==> src/rtl/bcp_pkg.sv <==
// rtl/bcp_pkg.sv - shared BCP sizing parameters, FSM state type and variable index type
//
// Purpose: common definitions for the BCP unit blocks.
// Ports:   none (package).
package bcp_pkg;

  localparam int VAR_NUM        = 8;
  localparam int VAR_NUM_LOG    = 3;
  localparam int CLAUSE_NUM     = 8;
  localparam int CLAUSE_NUM_LOG = 3;

  typedef enum logic [1:0] {
    IDLE,
    DRAIN,
    DONE,
    CONFLICT
  } iw_state_t;

  typedef logic [VAR_NUM_LOG-1:0] var_idx_t;

endpackage

==> src/rtl/implication_writer_if.sv <==
// rtl/implication_writer_if.sv - implication/assignment/FAT/status bundle of the implication writer
//
// Purpose: groups the implication writer's bus signals.
// Signals:
//   start, imp_valid, imp_var, imp_val   - round start and per-clause implications
//   asg_valid, asg_val                   - current variable assignment
//   fat_full                             - FAT back-pressure
//   fat_en, fat_write, fat_in, fat_val   - FAT write port
//   busy, done, conflict                 - round status
//   conflict_clause, imp_count           - round results, held until the next start
// Modports:
//   master - BCP controller side (drives start/implications/assignment/fat_full)
//   slave  - implication writer side
interface implication_writer_if;
  import bcp_pkg::*;

  logic                                start;
  logic [CLAUSE_NUM-1:0]               imp_valid;
  logic [CLAUSE_NUM*VAR_NUM_LOG-1:0]   imp_var;
  logic [CLAUSE_NUM-1:0]               imp_val;
  logic [VAR_NUM-1:0]                  asg_valid;
  logic [VAR_NUM-1:0]                  asg_val;
  logic                                fat_full;
  logic                                fat_en;
  logic                                fat_write;
  var_idx_t                            fat_in;
  logic                                fat_val;
  logic                                busy;
  logic                                done;
  logic                                conflict;
  logic [CLAUSE_NUM_LOG-1:0]           conflict_clause;
  logic [VAR_NUM_LOG:0]                imp_count;

  modport master (
    output start, imp_valid, imp_var, imp_val, asg_valid, asg_val, fat_full,
    input  fat_en, fat_write, fat_in, fat_val, busy, done, conflict,
           conflict_clause, imp_count
  );

  modport slave (
    input  start, imp_valid, imp_var, imp_val, asg_valid, asg_val, fat_full,
    output fat_en, fat_write, fat_in, fat_val, busy, done, conflict,
           conflict_clause, imp_count
  );

endinterface

==> src/rtl/imp_priority_encoder.sv <==
// rtl/imp_priority_encoder.sv - lowest-set-bit index of a request vector
//
// Purpose: combinational priority encoder, lowest index wins.
// Ports:
//   req_i - request vector (N bits)
//   idx_o - index of the lowest set bit (0 when none set)
//   any_o - at least one request bit set
module imp_priority_encoder #(
  parameter int N   = bcp_pkg::CLAUSE_NUM,
  parameter int LOG = bcp_pkg::CLAUSE_NUM_LOG
) (
  input  logic [N-1:0]   req_i,
  output logic [LOG-1:0] idx_o,
  output logic           any_o
);

  // Scan from the top down so the last hit is the lowest index.
  always_comb begin
    idx_o = '0;
    for (int i = N - 1; i >= 0; i--) begin
      if (req_i[i]) begin
        idx_o = LOG'(i);
      end
    end
  end

  assign any_o = |req_i;

endmodule

==> src/rtl/implication_writer.sv <==
// rtl/implication_writer.sv - serializes per-clause unit implications into FAT writes
//
// Purpose: after a BCP evaluation round, latches the clause implications and
//   drains them lowest clause first, one per cycle: unassigned variables are
//   written to the FAT, agreeing duplicates are dropped, disagreeing ones end
//   the round with a conflict.
// Ports:
//   clk - clock, rising edge
//   rst - asynchronous active-high reset
//   bus - implication_writer_if.slave (implications, assignment, FAT port, status)
module implication_writer
  import bcp_pkg::*;
(
  input  logic                 clk,
  input  logic                 rst,
  implication_writer_if.slave  bus
);

  iw_state_t                     state_q, state_d;
  logic [CLAUSE_NUM-1:0]         pending_q, pending_d;
  var_idx_t [CLAUSE_NUM-1:0]     imp_var_q, imp_var_d;
  logic [CLAUSE_NUM-1:0]         imp_val_q, imp_val_d;
  // Assignments made during this round, shadowing asg_valid/asg_val.
  logic [VAR_NUM-1:0]            loc_valid_q, loc_valid_d;
  logic [VAR_NUM-1:0]            loc_val_q, loc_val_d;
  logic                          fat_en_q, fat_en_d;
  var_idx_t                      fat_in_q, fat_in_d;
  logic                          fat_val_q, fat_val_d;
  logic [CLAUSE_NUM_LOG-1:0]     conflict_clause_q, conflict_clause_d;
  logic [VAR_NUM_LOG:0]          imp_count_q, imp_count_d;

  logic [CLAUSE_NUM_LOG-1:0]     head_idx;
  logic                          head_any;
  var_idx_t                      head_var;
  logic                          head_val;
  logic                          eff_assigned;
  logic                          eff_value;

  imp_priority_encoder #(
    .N   (CLAUSE_NUM),
    .LOG (CLAUSE_NUM_LOG)
  ) u_head_enc (
    .req_i (pending_q),
    .idx_o (head_idx),
    .any_o (head_any)
  );

  assign head_var     = imp_var_q[head_idx];
  assign head_val     = imp_val_q[head_idx];
  assign eff_assigned = bus.asg_valid[head_var] | loc_valid_q[head_var];
  assign eff_value    = loc_valid_q[head_var] ? loc_val_q[head_var]
                                              : bus.asg_val[head_var];

  always_comb begin
    state_d           = state_q;
    pending_d         = pending_q;
    imp_var_d         = imp_var_q;
    imp_val_d         = imp_val_q;
    loc_valid_d       = loc_valid_q;
    loc_val_d         = loc_val_q;
    fat_en_d          = 1'b0;
    fat_in_d          = fat_in_q;
    fat_val_d         = fat_val_q;
    conflict_clause_d = conflict_clause_q;
    imp_count_d       = imp_count_q;

    case (state_q)
      IDLE: begin
        if (bus.start) begin
          pending_d         = bus.imp_valid;
          imp_var_d         = bus.imp_var;
          imp_val_d         = bus.imp_val;
          loc_valid_d       = '0;
          imp_count_d       = '0;
          conflict_clause_d = '0;
          state_d           = (bus.imp_valid == '0) ? DONE : DRAIN;
        end
      end

      DRAIN: begin
        if (!head_any) begin
          state_d = DONE;
        end else if (!eff_assigned) begin
          // Unassigned: write when the FAT has room, otherwise hold everything.
          if (!bus.fat_full) begin
            fat_en_d              = 1'b1;
            fat_in_d              = head_var;
            fat_val_d             = head_val;
            loc_valid_d[head_var] = 1'b1;
            loc_val_d[head_var]   = head_val;
            pending_d[head_idx]   = 1'b0;
            imp_count_d           = imp_count_q + {{VAR_NUM_LOG{1'b0}}, 1'b1};
          end
        end else if (eff_value == head_val) begin
          pending_d[head_idx] = 1'b0;
        end else begin
          conflict_clause_d = head_idx;
          state_d           = CONFLICT;
        end

        if (state_d == DRAIN && pending_d == '0) begin
          state_d = DONE;
        end
      end

      DONE: begin
        state_d = IDLE;
      end

      CONFLICT: begin
        pending_d = '0;
        state_d   = IDLE;
      end

      default: begin
        state_d = IDLE;
      end
    endcase
  end

  always_ff @(posedge clk or posedge rst) begin
    if (rst) begin
      state_q           <= IDLE;
      pending_q         <= '0;
      imp_var_q         <= '0;
      imp_val_q         <= '0;
      loc_valid_q       <= '0;
      loc_val_q         <= '0;
      fat_en_q          <= 1'b0;
      fat_in_q          <= '0;
      fat_val_q         <= 1'b0;
      conflict_clause_q <= '0;
      imp_count_q       <= '0;
    end else begin
      state_q           <= state_d;
      pending_q         <= pending_d;
      imp_var_q         <= imp_var_d;
      imp_val_q         <= imp_val_d;
      loc_valid_q       <= loc_valid_d;
      loc_val_q         <= loc_val_d;
      fat_en_q          <= fat_en_d;
      fat_in_q          <= fat_in_d;
      fat_val_q         <= fat_val_d;
      conflict_clause_q <= conflict_clause_d;
      imp_count_q       <= imp_count_d;
    end
  end

  assign bus.fat_en          = fat_en_q;
  assign bus.fat_write       = fat_en_q;
  assign bus.fat_in          = fat_in_q;
  assign bus.fat_val         = fat_val_q;
  assign bus.busy            = (state_q != IDLE);
  assign bus.done            = (state_q == DONE);
  assign bus.conflict        = (state_q == CONFLICT);
  assign bus.conflict_clause = conflict_clause_q;
  assign bus.imp_count       = imp_count_q;

endmodule

==> src/flat_wrapper.sv <==
// flat-port wrapper written by rule: the top's interface ports become plain ports
module implication_writer_flat import bcp_pkg::*;
  (clk, rst, bus_start, bus_imp_valid, bus_imp_var, bus_imp_val, bus_asg_valid, bus_asg_val, bus_fat_full, bus_fat_en, bus_fat_write, bus_fat_in, bus_fat_val, bus_busy, bus_done, bus_conflict, bus_conflict_clause, bus_imp_count);
  implication_writer_if bus_i ();
  input  logic clk;
  input  logic rst;
  input wire logic [$bits(bus_i.start)-1:0] bus_start;
  input wire logic [$bits(bus_i.imp_valid)-1:0] bus_imp_valid;
  input wire logic [$bits(bus_i.imp_var)-1:0] bus_imp_var;
  input wire logic [$bits(bus_i.imp_val)-1:0] bus_imp_val;
  input wire logic [$bits(bus_i.asg_valid)-1:0] bus_asg_valid;
  input wire logic [$bits(bus_i.asg_val)-1:0] bus_asg_val;
  input wire logic [$bits(bus_i.fat_full)-1:0] bus_fat_full;
  output wire logic [$bits(bus_i.fat_en)-1:0] bus_fat_en;
  output wire logic [$bits(bus_i.fat_write)-1:0] bus_fat_write;
  output wire logic [$bits(bus_i.fat_in)-1:0] bus_fat_in;
  output wire logic [$bits(bus_i.fat_val)-1:0] bus_fat_val;
  output wire logic [$bits(bus_i.busy)-1:0] bus_busy;
  output wire logic [$bits(bus_i.done)-1:0] bus_done;
  output wire logic [$bits(bus_i.conflict)-1:0] bus_conflict;
  output wire logic [$bits(bus_i.conflict_clause)-1:0] bus_conflict_clause;
  output wire logic [$bits(bus_i.imp_count)-1:0] bus_imp_count;
  assign bus_i.start = bus_start;
  assign bus_i.imp_valid = bus_imp_valid;
  assign bus_i.imp_var = bus_imp_var;
  assign bus_i.imp_val = bus_imp_val;
  assign bus_i.asg_valid = bus_asg_valid;
  assign bus_i.asg_val = bus_asg_val;
  assign bus_i.fat_full = bus_fat_full;
  assign bus_fat_en = bus_i.fat_en;
  assign bus_fat_write = bus_i.fat_write;
  assign bus_fat_in = bus_i.fat_in;
  assign bus_fat_val = bus_i.fat_val;
  assign bus_busy = bus_i.busy;
  assign bus_done = bus_i.done;
  assign bus_conflict = bus_i.conflict;
  assign bus_conflict_clause = bus_i.conflict_clause;
  assign bus_imp_count = bus_i.imp_count;
  implication_writer u_core (.clk(clk), .rst(rst), .bus(bus_i));
endmodule
==> config.mk <==
export PLATFORM = sky130hd
export DESIGN_NAME = implication_writer_flat
export DESIGN_NICKNAME = d
export VERILOG_FILES = /design/src/rtl/bcp_pkg.sv /design/src/rtl/implication_writer_if.sv /design/src/rtl/imp_priority_encoder.sv /design/src/rtl/implication_writer.sv /design/src/flat_wrapper.sv
export SDC_FILE = /design/constraint.sdc
export NUM_CORES = 1
export LEC_CHECK = 0
export ABC_AREA = 1
export CORE_MARGIN = 3
export CORE_UTILIZATION = 57
export CTS_CLUSTER_SIZE = 40
export DETAILED_ROUTE_END_ITERATION = 8
export MAX_ROUTING_LAYER = met4
export PLACE_DENSITY = 0.86
export RECOVER_POWER = 100
export SYNTH_ARGS = -nofsm -noshare
export SYNTH_HDL_FRONTEND = slang
export SYNTH_SLANG_ARGS = --single-unit
==> constraint.sdc <==
create_clock -name clk -period 5.34 [get_ports clk]
set_clock_uncertainty 0.05 [all_clocks]
set_input_delay 0.534 -clock clk [delete_from_list [all_inputs] [get_ports clk]]
set_output_delay 0.534 -clock clk [all_outputs]
set_load 0.03 [all_outputs]
After elaboration in Yosys (flattened, before gate mapping)
Index checks and enable logic that the tools add are counted.

Flip-flop bits (word level): 70. Latch bits: 0. RAM bits: 0. Bits in read-only memories: 0. Bits of input ports: 60. Logic and storage cells: 116. Memories kept: 0.

Add/sub/neg operators: 1. $mul: 0. Divide/modulo/power cells: 0. $lt $le $gt $ge: 4. Equal/unequal tests: 11. Shifts and indexed selects: 0. Multiplexer cells: 60. Bitwise logic cells: 6. Reductions and logical operators: 16.

Operators by type and width (number): 2-to-1 mux 8 bit (10); 2-to-1 mux 3 bit (13); one-hot mux 8 bit (3 select lines) (1); logical NOT 8 bit (2); 2-to-1 mux 4 bit (4); one-hot mux 8 bit (2 select lines) (1); binary-select mux 1 bit (select 3 bit) (5); 2-to-1 mux 2 bit (7); 2-to-1 mux 1 bit (12); AND reduction 5 bit (2); binary-select mux 3 bit (select 3 bit) (1); bitwise AND 8 bit (1); bitwise mux 8 bit (1); less-than comparator 3 x 4 -> 1 bit (second input constant) (2); inequality test 2 bit (second input constant) (4); NOT 8 bit (1); bitwise OR 8 bit (1); one-hot mux 4 bit (2 select lines) (1); OR reduction 8 bit (1); demux 1 bit (select 3 bit) (2); >= comparator 3 x 1 -> 1 bit (second input constant) (2); one-hot mux 2 bit (3 select lines) (1); one-hot mux 3 bit (2 select lines) (1); adder 4 x 1 -> 4 bit (second input constant) (1); other kinds (13) (21).

Longest topological paths before layout
Gate-level depths: netlist (run 1).

Word-level depth: 22. Depth in mapped cells: 32.

Modules after synthesis
A second synthesis (run 1) with hierarchy kept.

Cells, all modules: 599. Area total of the unflattened synthesis: 4174.0 µm².

Modules (own cells, without submodules): implication_writer (instances 1, cells an instance 577, area an instance 4075.2 µm²); imp_priority_encoder (instances 1, cells an instance 22, area an instance 98.8 µm²).

Least setup slack after synthesis (run 1)
No wires, ideal clock.

Path kind: register to register. Start: register u_core.pending_q[4]. End: register u_core.state_q[1]. Arrival time: 2581 ps. Path slack: 2636 ps. Stages on the path, launching flop included: 31. Buffers on the path: 1. Period minus slack after synthesis: 2704 ps. Cell sequence: dfrtp_1 > nor2_4 > nand2_2 > nand2_1 > nor2_1 > nor2_2 > nand2_4 > inv_2 > nand3_1 > nand2_1 > nand2_2 > nand2_2 > buf_6 > nand2_1 > nand2_1 > nand2_1 > nand2_1 > inv_2 > nand2_4 > nand2_4 > nand2_4 > nand2_2 > nand2_2 > nand2_1 > nand2_1 > nand2_1 > nor2_1 > nand3_1 > nand2_1 > nand2_1 > a21oi_2.

Cells in the longest elaborated chain, start to end: 19. Elaborated cells between the ends (all ways): 42. Those cells by class: order compare: 2; eq/ne: 2; mux: 31; bitwise: 3; reduce/logical: 4.

Ends and longest elaborated chain: start: declaration (RTL line implication_writer.sv:20) `logic [CLAUSE_NUM-1:0] pending_q, pending_d;`; start signal: assignment (RTL line implication_writer.sv:136) `pending_q <= pending_d;`; 2-to-1 mux 3 bit (5 in a row) (RTL line imp_priority_encoder.sv:21) `if (req_i[i]) begin`; binary-select mux 3 bit (select 3 bit), or another cell as far along (RTL line implication_writer.sv:48) `assign head_var = imp_var_q[head_idx];`; 2-to-1 mux 3 bit (implied by the code) or logical AND 1 bit (tied branches) (RTL line implication_writer.sv:48, implication_writer.sv:91, implication_writer.sv:95); binary-select mux 1 bit (select 3 bit), or another cell as far along (RTL line implication_writer.sv:52) `: bus.asg_val[head_var];`; 2-to-1 mux 1 bit (implied by the code), or another cell as far along (RTL line implication_writer.sv:52); 2-to-1 mux 1 bit or NOT 8 bit (tied branches); == test 1 bit or bitwise AND 8 bit (tied branches); 2-to-1 mux 8 bit, or another cell as far along (RTL line implication_writer.sv:94) `end else if (eff_value == head_val) begin`; 2-to-1 mux 8 bit or 2-to-1 mux 2 bit (tied branches) (RTL line implication_writer.sv:83) `end else if (!eff_assigned) begin`; 2-to-1 mux 8 bit or 2-to-1 mux 2 bit (tied branches) (RTL line implication_writer.sv:81) `if (!head_any) begin`; 2-to-1 mux 8 bit or 2-to-1 mux 2 bit (tied branches) (RTL line implication_writer.sv:67) `case (state_q)`; logical NOT 8 bit or == test 2 x 1 -> 1 bit (tied branches) (RTL line implication_writer.sv:101) `if (state_d == DRAIN && pending_d == '0) begin`; logical AND 1 bit (RTL line implication_writer.sv:101); 2-to-1 mux 2 bit * (RTL line implication_writer.sv:101); one-hot mux 2 bit (3 select lines) * (RTL line implication_writer.sv:67); end signal: assignment (RTL line implication_writer.sv:135) `state_q <= state_d;`; end: declaration (RTL line implication_writer.sv:19) `iw_state_t state_q, state_d;`.

Every way passes the cells marked *; elsewhere a longest branch is shown, timed or not. The select of a mux whose other input is x is not followed. A chain may end at the register's enable or synchronous reset.

Worst setup path in the final report (run 1)
Start: register u_core.pending_q[0]. End: register u_core.state_q[1].

Cells in the longest elaborated chain, start to end: 15. Elaborated cells between the ends (all ways): 38. Those cells by class: order compare: 2; eq/ne: 2; mux: 27; bitwise: 3; reduce/logical: 4.

Ends and longest elaborated chain (RTL line): 2-to-1 mux 3 bit (imp_priority_encoder.sv:21); binary-select mux 3 bit (select 3 bit), or another cell as far along (implication_writer.sv:48); 2-to-1 mux 3 bit (implied by the code) or logical AND 1 bit (tied branches) (implication_writer.sv:48, implication_writer.sv:91, implication_writer.sv:95); binary-select mux 1 bit (select 3 bit), or another cell as far along (implication_writer.sv:52); 2-to-1 mux 1 bit (implied by the code), or another cell as far along (implication_writer.sv:52); 2-to-1 mux 1 bit or NOT 8 bit (tied branches); == test 1 bit or bitwise AND 8 bit (tied branches); 2-to-1 mux 8 bit, or another cell as far along (implication_writer.sv:94); 2-to-1 mux 8 bit or 2-to-1 mux 2 bit (tied branches) (implication_writer.sv:83); 2-to-1 mux 8 bit or 2-to-1 mux 2 bit (tied branches) (implication_writer.sv:81); 2-to-1 mux 8 bit or 2-to-1 mux 2 bit (tied branches) (implication_writer.sv:67); logical NOT 8 bit or == test 2 x 1 -> 1 bit (tied branches) (implication_writer.sv:101); logical AND 1 bit (implication_writer.sv:101); 2-to-1 mux 2 bit * (implication_writer.sv:101); one-hot mux 2 bit (3 select lines) * (implication_writer.sv:67).

Marks and branches as above.

==> flow_metrics.env, run 1 <==
export IMPL_cpMostUsedCell="nand2_1"
export IMPL_worstSetupEndpointType="flip-flop"
export IMPL_drive_above_1_share_pct=8.42
export IMPL_rows=30
export IMPL_via_per_inst=5.38
export IMPL_htree_levels=3
export IMPL_syn_area_um2=4250
export IMPL_firstDrtPassIters=5
export IMPL_worstPathRequired_ns=5.56
export IMPL_synth_cell_types=34
export IMPL_core_area_um2=7020
export IMPL_startpoint_type="flip-flop"
export IMPL_cts_tree="built"
export IMPL_initialDrtViolationCount=300
export IMPL_cts_sinks=70
export IMPL_hold_violations=0
export IMPL_grt_overflow_total=0
export IMPL_post_route_period_util_pct=80.9
export IMPL_critPathBufInv=3
export IMPL_yosys_register_bits=70
export IMPL_insertion_delay_ns=0.36
export IMPL_synthCells=603
export IMPL_diodes=0
export IMPL_path_clk_slew_ns=0.08
export IMPL_drc_errors=0
export IMPL_cp_top_family="simple AND/OR/NAND/NOR gates"
export IMPL_cts_root_buf="clkbuf_8"
export IMPL_ios=76
export IMPL_cp_max_fo=22
export IMPL_slowest_delay_ns=0.56
export IMPL_gp_congestion=0.962
export IMPL_hpwl_um=7810
export IMPL_dr_total_vias=4162
export IMPL_report_final_slew_viol_count=48
export IMPL_cp_data_arrival_time_ns=4.54
export IMPL_fin_nets=734
export IMPL_clockBufferDepth=2
export IMPL_cts_resized=0
export IMPL_synth_nets=664
export IMPL_fin_setup_tns_ns=0
export IMPL_synthArstFlopShare_pct=100
export IMPL_grtUsageTotal_pct=27.9
export IMPL_drv_cap=1
export IMPL_totalWireLength_um=11100
export IMPL_syn_area_per_cell_um2=7.04
export IMPL_ys_seq_area_share_pct=41.2
export IMPL_cts_buffers=9
export IMPL_synth_edf_count=0
export IMPL_status="finished, violations left"
export IMPL_hold_path_class="flip-flop to flip-flop"
export IMPL_avgRoutedWirePerCell_um=14.4
export IMPL_worst_pin_slew_ns=1.81
export IMPL_die_area_um2=8520
export IMPL_worstPathCellList="inv_1, nand4_2, nor2_1, inv_1, nand2_1, nand2_1, nand2_1, nand2_1, nand2_1, nand2_1, inv_1, nand2_1, nand2_1, nand2_4, nand2_1, nand3_1, nand2_1, nand3_1, nor2_1, nand3_1, nand2_1, nand2_1, a21oi_1"
export IMPL_max_freq_mhz=231
export IMPL_ys_warn_count=0
export IMPL_relSlewSlack_pct=-20.6
export IMPL_cts_setup_buffers=0
export IMPL_area_delta_synth_final_pct=22.7
export IMPL_antenna_found_initial=0
export IMPL_violations="capacitance limit, slew limit"
export IMPL_drtAntennaViolNets=0
export IMPL_first_global_vias=3983
export IMPL_rsz0062_at_grt="false"
export IMPL_crit_type="flip-flop to flip-flop"
export IMPL_slowest_stage="nand2_1"
export IMPL_floorplan_initialDensity_pct=60.5
export IMPL_die_w_um=92.3
export IMPL_port_buffers=75
export IMPL_min_period_ns=4.32
export IMPL_die_h_um=92.3
export IMPL_cts_hold_buf=0
export IMPL_setup_violations=0
export IMPL_grt_pass1_wl_um=18400
export IMPL_ys_flop_type="dfrtp_1"
export IMPL_grt_start_max_net_pins=71
[stage by stage]
step	hold WS [ns]	util [%]	cells	setup slack, ns	area [µm²]
6_report	0.433	74.3	773	1.02	5210
3_5_place_dp	0.418	71.8	758	1.72	5040
3_3_place_gp	0.410	71.8	758	1.85	5040
2_1_floorplan	0.390	-	603	2.64	4250
4_1_cts	0.436	74.8	773	1.70	5250
5_1_grt	0.465	74.3	773	0.641	5210
[synth_stat cells, types with 3 or more instances]
master    count  area share [%]
nand3_2       3            0.71
nand3_1      41             4.8
dfrtp_1      70              41
buf_4         3            0.53
o21ai_1       4            0.47
a21oi_1      20             2.4
inv_1        73             6.5
nor2_1       28             2.5
nand2_4       8             2.1
nand4_1       3            0.44
o21ai_0      27             3.2
nand2_1     234              21
nor2_4        6             1.6
clkbuf_1      8            0.71
nor2_2        4            0.59
nand3b_1     14             2.5
buf_2         5            0.59
a22oi_1       8             1.4
inv_2         9            0.80
nand2_2      15             2.2
[cell families after synthesis]
group,synth area share [%]
DFF,41.2
adders and majority gates,0.295
buffers and inverters,9.87
AOI/OAI and AO/OA,8.51
and+or+nand+nor,40.1
[worst min-delay path: cells and delay by family (launching register included)]
kind	cells	cell delay [ns]
DFF	1	0.34
AOI/OAI and AO/OA	1	0.06
and+or+nand+nor	1	0.05
[worst paths after layout]
path                            cells after the start              endpoint           startpoint  slack [ns]
worst max-delay path                               23     u_core.state_q[1]  u_core.pending_q[0]        1.02
worst min-delay path                                2   u_core.loc_val_q[5]  u_core.loc_val_q[5]        0.43
worst max register to register                     23     u_core.state_q[1]  u_core.pending_q[0]        1.02
worst min register to register                      2   u_core.loc_val_q[5]  u_core.loc_val_q[5]        0.43
max in group asynchronous                           3     u_core.state_q[1]                  rst        3.83
min in group asynchronous                           3  u_core.imp_var_q[21]                  rst        0.83
[cells in the final DEF (no fill, tap or decap), drive strengths merged, types with 3 or more instances in the layout]
cell type	count
a21oi	22
a22oi	8
clkbuf	11
clkdlybuf4s50	58
clkinv	3
dfrtp	70
dlygate4sd3	17
inv	82
nand2	257
nand3	45
nand3b	15
nand4	4
nor2	39
o21ai	31
[sequential cells by signal (all words and copies together), names as in the netlist, 2 cells and up]
register and flops:
u_core.bus.conflict_clause 3, u_core.bus.fat_in 3, u_core.bus.imp_count 4, u_core.imp_val_q 8, u_core.imp_var_q 24, u_core.loc_val_q 8
u_core.loc_valid_q 8, u_core.pending_q 8, u_core.state_q 2
[final cells by class]
class | instances | area, µm²
tap | 96 | 120
inverter | 84 | 315
clock inverter | 5 | 83.8
multi-input combinational | 430 | 2050
clock buffer | 10 | 128
timing repair buffer | 78 | 769
sequential | 70 | 1750
fill | 548 | 1810
[per-layer routing]
| layer | global-route usage (%) | part of all wire [%] | vias to the layer above |
|---|---|---|---|
| met5 | - | 0 | - |
| met4 | 10.6 | 2.3 | 0 |
| met3 | 5.61 | 6.8 | 28 |
| met2 | 44.8 | 48 | 181 |
| met1 | 35.0 | 43 | 1933 |
| li1 | - | - | 2020 |
Power of run 1 is left out: the tool's default activity adds up to more than one toggle a clock period on the data nets, which glitch-free logic cannot reach.
==> run 2: changes to the inputs <==
--- a/config.mk
+++ b/config.mk
@@ -7,11 +7,11 @@
 export LEC_CHECK = 0
 export ABC_AREA = 1
 export CORE_MARGIN = 3
-export CORE_UTILIZATION = 57
+export CORE_UTILIZATION = 48
 export CTS_CLUSTER_SIZE = 40
 export DETAILED_ROUTE_END_ITERATION = 8
 export MAX_ROUTING_LAYER = met4
-export PLACE_DENSITY = 0.86
+export PLACE_DENSITY = 0.77
 export RECOVER_POWER = 100
 export SYNTH_ARGS = -nofsm -noshare
 export SYNTH_HDL_FRONTEND = slang
==> constraint.sdc (replaced) <==
create_clock -name clk -period 3.97 [get_ports clk]
set_clock_uncertainty 0.05 [all_clocks]
set_input_delay 0.397 -clock clk [delete_from_list [all_inputs] [get_ports clk]]
set_output_delay 0.397 -clock clk [all_outputs]
set_load 0.03 [all_outputs]
==> flow_metrics.env, run 2 (synthesized netlist as in run 1, its figures left out) <==
export IMPL_die_area_um2=10000
export IMPL_layout_commonest_cell="nand2_1"
export IMPL_ios=76
export IMPL_antenna_found_initial=0
export IMPL_cts_setup_buffers=0
export IMPL_dr_total_vias=4004
export IMPL_via_per_inst=5.10
export IMPL_first_global_vias=3959
export IMPL_cp_top_family="simple AND/OR/NAND/NOR gates"
export IMPL_rows=33
export IMPL_cts_tree="built"
export IMPL_hold_violations=0
export IMPL_drtAntennaViolNets=0
export IMPL_diodes=0
export IMPL_gp_congestion=0.938
export IMPL_place_inst=771
export IMPL_cp_max_fo=22
export IMPL_nFillCells=796
export IMPL_top_register="u_core.imp_var_q"
export IMPL_status="finished, violations left"
export IMPL_slowest_delay_ns=0.39
export IMPL_place_ws_ns=0.586
export IMPL_port_buffers=75
export IMPL_worstSetupEndpointType="flip-flop"
export IMPL_die_w_um=100
export IMPL_report_final_slew_viol_count=121
export IMPL_cts_buffers=9
export IMPL_setup_ws_ns=0.488
export IMPL_r2r_slack_ns=0.49
export IMPL_floorplan_initialDensity_pct=50.4
export IMPL_avgRoutedWirePerCell_um=13.4
export IMPL_violations="capacitance limit, slew limit"
export IMPL_fin_setup_tns_ns=0
export IMPL_worstPathRequired_ns=4.20
export IMPL_grt_overflow_total=0
export IMPL_relSlewSlack_pct=-21.6
export IMPL_fin_nets=738
export IMPL_slowest_stage="dfrtp_1"
export IMPL_min_period_ns=3.48
export IMPL_fin_area_um2=5220
export IMPL_cts_sinks=70
export IMPL_cpMostUsedCell="nand2_1"
export IMPL_max_freq_mhz=287
export IMPL_die_h_um=100
export IMPL_cts_root_buf="clkbuf_8"
export IMPL_path_clk_slew_ns=0.07
export IMPL_setup_violations=0
export IMPL_cp_data_arrival_time_ns=3.72
export IMPL_totalWireLength_um=10600
export IMPL_drive_above_1_share_pct=9.56
export IMPL_place_area_um2=5080
export IMPL_drv_cap=3
export IMPL_core_area_um2=8420
export IMPL_crit_type="flip-flop to flip-flop"
export IMPL_initialDrtViolationCount=222
export IMPL_layout_cells_non_filler=785
export IMPL_cts_hold_buf=0
export IMPL_firstDrtPassIters=5
export IMPL_clockBufferDepth=2
export IMPL_htree_levels=3
export IMPL_worst_pin_slew_ns=1.82
export IMPL_grt_pass1_wl_um=17900
export IMPL_largest_register_ffs=24
export IMPL_startpoint_type="flip-flop"
export IMPL_insertion_delay_ns=0.36
export IMPL_rsz0062_at_grt="false"
export IMPL_grtUsageTotal_pct=22.9
export IMPL_area_delta_synth_final_pct=23.0
export IMPL_layout_common_cells="nand2_1, inv_1, dfrtp_1"
export IMPL_cts_resized=0
export IMPL_drc_errors=0
export IMPL_critPathBufInv=1
export IMPL_post_route_period_util_pct=87.7
export IMPL_hold_path_class="flip-flop to flip-flop"
export IMPL_grt_start_max_net_pins=48
export IMPL_hpwl_um=7800
-- run 2: changes by cell type in the layout (fill, tap and decap cells not counted), sizes merged --
cell and delta:
clkbuf +5, buf +2, clkinvlp -2, bufinv -2
-- run 2: metrics by stage --
stage	utilization, %	hold WS (ns)
2_1_floorplan	-	0.390
3_3_place_gp	60.3	0.415
3_5_place_dp	60.3	0.413
4_1_cts	62.4	0.432
5_1_grt	62.0	0.460
6_report	62.0	0.427
-- run 2: metal layers --
layer	wire (µm)	part of all wire, %	up-vias	global-route usage [%]
met5	0	0	-	-
met4	117	1.1	0	6.63
met3	657	6.2	11	5.14
met2	5040	48	128	36.5
met1	4740	45	1842	29.7
li1	-	-	2023	-
-- run 2: final timing paths --
path,from,endpoint,depth (start not counted)
worst min-delay path,u_core.imp_var_q[13],u_core.imp_var_q[13],2
worst max-delay path,u_core.pending_q[6],u_core.state_q[1],27
max in group asynchronous,rst,u_core.state_q[1],3
worst max register to register,u_core.pending_q[6],u_core.state_q[1],27
min in group asynchronous,rst,u_core.imp_var_q[15],2
worst min register to register,u_core.imp_var_q[13],u_core.imp_var_q[13],2
-- run 2: layout make-up --
type	instances	area [µm²]	share of cell area [%]
flip-flops and latches	70	1750	33.5
multi-input cells	430	2060	39.4
inverters	84	315	6.04
repair buffers	82	793	15.2
clock inverters	1	5.00	0.0958
clock buffers	13	169	3.23
well taps	105	131	2.51
-- run 2: tightest hold or removal path: cells and delay by family, from the launching register on --
kind             cells  cell delay [ns]
flip-flops           1             0.34
AND/OR/NAND/NOR      2             0.10
Power of run 2 is left out for the same reason.
==> run 3: changes to the inputs <==
--- a/config.mk
+++ b/config.mk
@@ -10,9 +10,11 @@
 export CORE_UTILIZATION = 48
 export CTS_CLUSTER_SIZE = 40
 export DETAILED_ROUTE_END_ITERATION = 8
+export HOLD_SLACK_MARGIN = 0.1
 export MAX_ROUTING_LAYER = met4
 export PLACE_DENSITY = 0.77
 export RECOVER_POWER = 100
+export REMOVE_ABC_BUFFERS = 1
 export SYNTH_ARGS = -nofsm -noshare
 export SYNTH_HDL_FRONTEND = slang
 export SYNTH_SLANG_ARGS = --single-unit
==> constraint.sdc (replaced) <==
create_clock -name clk -period 3.97 [get_ports clk]
set_clock_uncertainty 0.05 [all_clocks]
set_input_delay 1.191 -clock clk [delete_from_list [all_inputs] [get_ports clk]]
set_output_delay 1.191 -clock clk [all_outputs]
set_load 0.03 [all_outputs]
==> flow_metrics.env, run 3 (synthesized netlist as in run 1, its figures left out) <==
export IMPL_hold_violations=0
export IMPL_hp_start="u_core.bus.fat_in[2]"
export IMPL_htree_levels=3
export IMPL_firstDrtPassIters=5
export IMPL_layout_commonest_cell="nand2_1"
export IMPL_die_w_um=100
export IMPL_startpoint_type="input pin"
export IMPL_die_area_um2=10000
export IMPL_totalWireLength_um=10400
export IMPL_port_buffers=75
export IMPL_fin_setup_tns_ns=0
export IMPL_cts_sinks=70
export IMPL_r2r_cells=24
export IMPL_violations="capacitance limit, slew limit"
export IMPL_hold_path_endpoint="u_core.bus.fat_in[2]"
export IMPL_layout_common_cells="nand2_1, inv_1, dfrtp_1"
export IMPL_cts_setup_buffers=0
export IMPL_reg2reg_from="u_core.pending_q[6]"
export IMPL_cp_max_fo=47
export IMPL_post_route_util_pct=62.6
export IMPL_dr_total_vias=4040
export IMPL_cts_hold_buf=0
export IMPL_max_freq_mhz=286
export IMPL_drive_above_1_share_pct=10.2
export IMPL_insertion_delay_ns=0.35
export IMPL_area_delta_synth_final_pct=24.2
export IMPL_grt_pass1_wl_um=17700
export IMPL_gp_congestion=0.919
export IMPL_path_clk_slew_ns=0.08
export IMPL_rows=33
export IMPL_min_period_ns=3.49
export IMPL_fin_area_um2=5280
export IMPL_avgRoutedWirePerCell_um=13.2
export IMPL_drc_errors=0
export IMPL_grt_start_max_net_pins=48
export IMPL_place_inst=773
export IMPL_whs_path_depth=2
export IMPL_via_per_inst=5.12
export IMPL_hold_path_class="flip-flop to flip-flop"
export IMPL_initialDrtViolationCount=207
export IMPL_largest_register_ffs=24
export IMPL_diodes=0
export IMPL_report_final_slew_viol_count=48
export IMPL_relSlewSlack_pct=-24.0
export IMPL_setup_violations=0
export IMPL_cts_root_buf="clkbuf_8"
export IMPL_crit_type="input pin to flip-flop"
export IMPL_place_area_um2=5110
export IMPL_cp_data_arrival_time_ns=3.69
export IMPL_status="finished, violations left"
export IMPL_cts_tree="built"
export IMPL_r2r_end="u_core.loc_valid_q[1]"
export IMPL_die_h_um=100
export IMPL_grt_overflow_total=0
export IMPL_core_area_um2=8420
export IMPL_worstPathRequired_ns=4.17
export IMPL_worst_pin_slew_ns=1.86
export IMPL_fin_nets=740
export IMPL_top_register="u_core.imp_var_q"
export IMPL_rsz0062_at_grt="false"
export IMPL_cts_buffers=9
export IMPL_hpwl_um=7850
export IMPL_floorplan_initialDensity_pct=50.4
export IMPL_layout_cells_non_filler=789
export IMPL_antenna_found_initial=0
export IMPL_drv_cap=1
export IMPL_first_global_vias=3905
export IMPL_worstSetupEndpointType="flip-flop"
export IMPL_clockBufferDepth=2
export IMPL_drtAntennaViolNets=0
export IMPL_grtUsageTotal_pct=22.3
export IMPL_nFillCells=757
export IMPL_r2r_slack_ns=0.50
export IMPL_ios=76
export IMPL_post_route_period_util_pct=87.9
export IMPL_cts_resized=0
==> run 3: how the worst max path moves through the flow <==
stage	depth (start not counted)	start	slack (ns)	endpoint
6_report	6	bus_start	0.48	u_core.imp_var_q[15]
4_1_cts	24	u_core.pending_q[6]	0.58	u_core.loc_valid_q[1]
3_5_place_dp	24	u_core.pending_q[6]	0.59	u_core.loc_valid_q[1]
2_1_floorplan	8	bus_start	0.79	u_core.loc_valid_q[0]
3_3_place_gp	18	u_core.pending_q[1]	0.73	u_core.bus.fat_in[0]
5_1_grt	24	u_core.pending_q[6]	0.07	u_core.loc_valid_q[1]
==> run 3: through the flow <==
stage          setup slack, ns  hold slack, ns
2_1_floorplan            0.788           0.390
3_3_place_gp             0.734           0.415
3_5_place_dp             0.587           0.419
4_1_cts                  0.580           0.439
5_1_grt                 0.0703           0.463
6_report                 0.478           0.434
==> run 3: final cells by class <==
type / instances / area (µm²) / area share (%)
multi-input cells: 430 / 2060 / 39.1
repair buffers: 84 / 812 / 15.4
flip-flops and latches: 70 / 1750 / 33.2
clock buffers: 11 / 141 / 2.68
inverters: 84 / 315 / 5.98
well taps: 105 / 131 / 2.49
clock inverters: 5 / 58.8 / 1.11
==> run 3: routing by layer <==
metal	vias up	GRT usage (%)	part of all wire, %
met5	-	-	0
met4	0	6.84	2.2
met3	23	4.38	6.6
met2	148	35.7	46
met1	1832	28.8	45
li1	2037	-	-
==> run 3: worst max-delay path, cell delays in order <==
cell and delay, ns:
dlygate4sd3_1 0.58, nand2_1 0.08, inv_1 0.08, clkbuf_1 1.33
nand2_1 0.24, o21ai_0 0.16
Power of run 3 is left out for the same reason.
